==> src/rtl/ascon_pkg.sv <==
// Shared ASCON control definitions: FSM state encodings and round-counter constants
// used by both the initialisation and associated-data FSMs.
package ascon_pkg;

  localparam logic [3:0] P6_START   = 4'h6;
  localparam logic [3:0] P12_START  = 4'h0;
  localparam logic [3:0] LAST_ROUND = 4'hB;

  typedef enum logic [2:0] {
    StIdle,
    StWaitAd,
    StRoundFirst,
    StRounds,
    StRoundLast,
    StDone
  } da_state_t;

endpackage

==> src/rtl/fsm_moore_da.sv <==
// Moore control FSM for the ASCON associated-data phase: one p6 permutation per
// accepted AD block, domain separation after the last block, then an end-of-phase pulse.
module fsm_moore_da
  import ascon_pkg::*;
(
  input  logic       clock_i,
  input  logic       resetb_i,
  input  logic       end_initialisation_i,
  input  logic [3:0] round_i,
  input  logic       ad_valid_i,
  input  logic       ad_last_i,
  output logic       ad_ready_o,
  output logic       en_reg_state_o,
  output logic       bypass_xor_begin_o,
  output logic       bypass_xor_end_o,
  output logic       en_cpt_o,
  output logic       init_p6_o,
  output logic       end_associate_o
);

  da_state_t state_q, state_d;
  logic      last_q, last_d;

  always_ff @(posedge clock_i) begin
    if (!resetb_i) begin
      state_q <= StIdle;
      last_q  <= 1'b0;
    end else begin
      state_q <= state_d;
      last_q  <= last_d;
    end
  end

  always_comb begin
    state_d = state_q;
    last_d  = last_q;
    unique case (state_q)
      StIdle: begin
        if (end_initialisation_i) state_d = StWaitAd;
      end
      StWaitAd: begin
        if (ad_valid_i) begin
          last_d  = ad_last_i;
          state_d = StRoundFirst;
        end
      end
      StRoundFirst: begin
        state_d = StRounds;
      end
      StRounds: begin
        // Inequality guarantees exit even if the shared counter skips a value.
        if (round_i >= LAST_ROUND - 4'd1) state_d = StRoundLast;
      end
      StRoundLast: begin
        state_d = last_q ? StDone : StWaitAd;
      end
      StDone: begin
        state_d = StIdle;
      end
      default: begin
        state_d = StIdle;
      end
    endcase
  end

  always_comb begin
    ad_ready_o         = 1'b0;
    en_reg_state_o     = 1'b0;
    bypass_xor_begin_o = 1'b1;
    bypass_xor_end_o   = 1'b1;
    en_cpt_o           = 1'b0;
    init_p6_o          = 1'b0;
    end_associate_o    = 1'b0;
    unique case (state_q)
      StIdle: begin
      end
      StWaitAd: begin
        ad_ready_o = 1'b1;
        init_p6_o  = 1'b1;
      end
      StRoundFirst: begin
        en_reg_state_o     = 1'b1;
        en_cpt_o           = 1'b1;
        bypass_xor_begin_o = 1'b0;
      end
      StRounds: begin
        en_reg_state_o = 1'b1;
        en_cpt_o       = 1'b1;
      end
      StRoundLast: begin
        en_reg_state_o   = 1'b1;
        bypass_xor_end_o = ~last_q;
      end
      StDone: begin
        end_associate_o = 1'b1;
      end
      default: begin
      end
    endcase
  end

endmodule

==> config.mk <==
export PLATFORM = sky130hd
export DESIGN_NAME = fsm_moore_da
export DESIGN_NICKNAME = d
export VERILOG_FILES = /design/src/rtl/ascon_pkg.sv /design/src/rtl/fsm_moore_da.sv
export SDC_FILE = /design/constraint.sdc
export NUM_CORES = 1
export LEC_CHECK = 0
export BUFFER_PORTS_ARGS = -buffer_cell sky130_fd_sc_hd__buf_2
export CAP_MARGIN = 20
export CORE_AREA = 5 5 42 44
export DETAILED_ROUTE_END_ITERATION = 16
export DIE_AREA = 0 0 47 49
export PLACE_DENSITY = 0.54
export SLEW_MARGIN = 10
export SYNTH_ARGS = -nofsm -noshare
export SYNTH_HDL_FRONTEND = slang
export SYNTH_SLANG_ARGS = --single-unit
==> constraint.sdc <==
create_clock -name clock_i -period 1.48 [get_ports clock_i]
set_input_delay 0.074 -clock clock_i [delete_from_list [all_inputs] [get_ports clock_i]]
set_output_delay 0.074 -clock clock_i [all_outputs]
set_load 0.05 [all_outputs]
==> results.txt <==
- The congestion estimate from routability-driven global placement came to 0.7249.
- Once the clock tree was built, the resizer swapped 0 gates to a different size.
* Floorplan core area: 1401 um2
* Max frequency: 0.7557 GHz
- Summed over all nets, the half-perimeter wirelength after detailed placement is 532.3 um.
* Unique cell type count in the Yosys netlist: 21
* Overall track demand over capacity in global routing: 6.404%
- Summed over all instances, the cell type with the most area after synthesis is sky130_fd_sc_hd__dfxtp_1.
- Maximum number of pins on one net before global-route repair: 10
- The max-slew violation total from the final report is 0.
- In this run the vertical extent of the chip is 49 um.
- The number of nets handed over by synthesis was 41.
- Via count of the first global-routing pass: 274
- Clock Root Buffer: sky130_fd_sc_hd__clkbuf_4
- In the synthesized netlist, the cells that appear most often are sky130_fd_sc_hd__dfxtp_1 (4), sky130_fd_sc_hd__nor2_1 (3), sky130_fd_sc_hd__o21ai_0 (3).
- Leading cell type by number of instances after synthesis: sky130_fd_sc_hd__dfxtp_1
- Yosys attributes the largest share of cell area to sky130_fd_sc_hd__dfxtp_1 (30%), sky130_fd_sc_hd__o311a_1 (7.5%), sky130_fd_sc_hd__o21ai_0 (5.6%).
- No sink is reached through more buffers than the 2 on the longest clock path.
* Synthesized area per cell: 8.367 um2
* Flop2flop setup slack: 370 ps
* Logic depth of the worst register-to-register path: 2
* Slew HR: 81.93%
* FF-to-FF Start: state_q[2]$_SDFFE_PN0P_
- The clock reaches the later pin of the worst-skew pair after 230 ps.
* Worst-path cell with the longest stage delay: sky130_fd_sc_hd__dfxtp_1
- For the final routed database, the setup TNS stands at 0 ps.
* Result of the run: completed
* Total inserted antenna cells: 0
- The path class of the tightest hold or removal check is primary input to flip-flop.
* Internal cell power: 0.2425 mW
- Sequential cells were found to cover 29.91% of the synthesized design area.
- Final count of hold timing violations: 0
- STA classifies the critical path startpoint as a flip-flop.
- Data arrives at the worst endpoint at 1250 ps.
- RSZ-0062 raised after global routing: no
* Worst path required time: 1410 ps
- Global route overflow: 0
- Stages on worst setup path: 4
- Sequential group share of total power: 34.4%
* Worst setup EP type: output port
- Worst setup startpoint: state_q[2]$_SDFFE_PN0P_
- Once routing completed, OpenROAD measured the worst setup slack at 156.7 ps.
- CTS tree: yes
- The clock arrives with 3.835 ps of skew.
- The worst setup path is of the flip-flop to output port kind.
- Along the worst path, the maximum fanout reaches 7.
* Top flip-flop cell by instance count after synthesis: sky130_fd_sc_hd__dfxtp_1
* Initial drt markers: 6
- Period utilisation layout: 89.41%
- Via-per-instance ratio: 4.619
- Routed WL per cell: 9.857 um
* Clock-pin transition on the worst setup and hold timing paths: 40 ps
- In this run the power density over the cells is 984.0 nW/um2.
* Overall die area: 2303 um2
- Sequence of cells on the critical path: nand2b_1 -> inv_1 -> nand2_1 -> buf_2
* Max capacitance violation total: 0
- Num Clock Sinks: 4
- Cts-stage hold buffer count: 0
- Counting both buffers and inverters, the worst setup path holds a total of 2.
- CTS built an H-tree with a depth of 1.
- Setup violations remaining at the end of the flow were counted as 0.
- From left edge to right edge, the die measures 47 um.
* Number of clock buffers inserted by TritonCTS: 3
- Once detail routing completed, the nets flagged for antenna violations numbered 0.
- Timing analysis after detailed placement gives a worst setup slack of 378.4 ps.
- For this run, the number of Yosys warnings is 0.
* Quantity of I/O buffers inserted on ports: 14
- Portion of synthesized cell area occupied by the leading cell type: 29.91%
- The cell area that synthesis handed to floorplanning was 267.8 um2.
* Min Tclk post-route: 1323 ps
- Cells with a size suffix above 1 make up 44.68% of the layout.
- For this configuration, the core starts out at a cell density of 19.11%.
- Pin placement for this block handled 16 I/O pins.
- Startpoint of the tightest hold check path: resetb_i
* Clock network fraction of design power: 35.4%
- Setup fix buffers added after clock tree synthesis: 0
- Endpoint with the worst hold slack: state_q[2]$_SDFFE_PN0P_
- After filler insertion, the fill cell instance count of the layout stands at 167.
* Async S/R FF share, synth: 0%
- Net count, final: 58
* DRC errors left: 0
- Highest ir drop seen on vdd: 0.2421 mV
- The analysis attributes to cell leakage a power of 0.1710 nW.
- The number of antenna violations at the first check in global routing was 0.
- In this design, the stage delay of the slowest critical-path cell is 420 ps.
* Number of vias in the routed layout: 291
* First-pass GRT wire length: 1048 um
* Switching share of power: 33.46%
* Worst Tran Pin Value: 270.6 ps
- Wires add up to 621 um.
* Rows: 14
* Switching pwr: 0.1219 mW
* Post-synth EDFFs: 0
- R2R Path End: state_q[2]$_SDFFE_PN0P_
- Of the total power, combinational logic draws 30.2%.
- In this design, the largest share of critical-path delay is due to flip-flops.
* Synthesized instance count: 32
- Cell count of the worst hold path: 2
- The first detailed-routing pass ran for 4 iterations.
* Area delta synth->final: 38.32%
- Synth Register Bits: 4
==> worst max-delay path by stage <==
stage,end,slack [ps]
CTS,bypass_xor_begin_o,150
global placement,state_q[2]$_SDFFE_PN0P_,370
floorplan,state_q[2]$_SDFFE_PN0P_,-2
global route,bypass_xor_begin_o,3
finish,bypass_xor_begin_o,160
detailed placement,state_q[2]$_SDFFE_PN0P_,380
==> placed cells by master, fill, tap and decap left out <==
cell / n
sky130_fd_sc_hd__o21ai_0: 2
sky130_fd_sc_hd__a21o_2: 1
sky130_fd_sc_hd__o21a_1: 1
sky130_fd_sc_hd__nand4bb_1: 1
sky130_fd_sc_hd__nand2_1: 2
sky130_fd_sc_hd__clkbuf_4: 3
sky130_fd_sc_hd__o221ai_2: 1
sky130_fd_sc_hd__or2_4: 1
sky130_fd_sc_hd__nor3b_1: 1
sky130_fd_sc_hd__a21boi_0: 1
sky130_fd_sc_hd__dfxtp_1: 4
sky130_fd_sc_hd__and2_1: 1
sky130_fd_sc_hd__buf_2: 14
sky130_fd_sc_hd__inv_1: 2
sky130_fd_sc_hd__o311a_1: 2
sky130_fd_sc_hd__o21ai_1: 1
sky130_fd_sc_hd__nor2b_1: 1
sky130_fd_sc_hd__nand3_1: 1
sky130_fd_sc_hd__nand2b_1: 2
sky130_fd_sc_hd__mux2i_1: 1
sky130_fd_sc_hd__nor2_2: 1
sky130_fd_sc_hd__o211ai_1: 1
sky130_fd_sc_hd__nor2_1: 2
==> power by group through the flow <==
| stage | sequential (mW) | combinational, mW | clock (mW) |
|---|---|---|---|
| finish | 0.126 | 0.110 | 0.129 |
| CTS | 0.126 | 0.111 | 0.137 |
| detailed placement | 0.127 | 0.111 | 0 |
| floorplan | 0.120 | 0.0935 | 0 |
| global placement | 0.127 | 0.111 | 0 |
| global route | 0.128 | 0.120 | 0.150 |
==> layout make-up <==
type	instances	area, um2	area share [%]
multi-input combinational	24	170.2	45.95
inverter	2	7.507	2.027
clock buffer	3	22.52	6.081
timing repair buffer	14	70.07	18.92
tap	16	20.02	5.405
sequential	4	80.08	21.62
==> metal layers <==
metal  track usage, %  vias up  part of all wire [%]
li1                 -      147                     -
met1            7.018      129                    40
met2            9.050       15                    43
met3            3.690        0                    16
met4            4.147        0                     0
met5                0        -                     0
==> sequential cells by signal, summed over array words and instances (netlist names) <==
name     count
last_q       1
state_q      3
==> cells by family (layout without fill, tap and decap cells) <==
logic type / Yosys count / count (layout) / share of synthesized area [%]
DFF: 4 / 4 / 29.91
muxes: 1 / 1 / 3.738
and+or+nand+nor: 13 / 13 / 28.51
buffers and inverters: 4 / 19 / 7.477
AOI/OAI and AO/OA: 10 / 10 / 30.37
==> through the flow <==
stage	power, mW	cell area (um2)	hold WS [ps]	std cells	utilization (%)
finish	0.3644	370.4	108.6	63	26.43
global route	0.3975	370.4	103.4	63	26.43
CTS	0.3739	370.4	100.9	63	26.43
detailed placement	0.2379	347.8	347.8	60	24.82
global placement	0.2374	347.8	337.8	60	24.82
floorplan	0.2138	270.3	205.2	32	-
No activity file was read; power rests on OpenSTA's default activity.
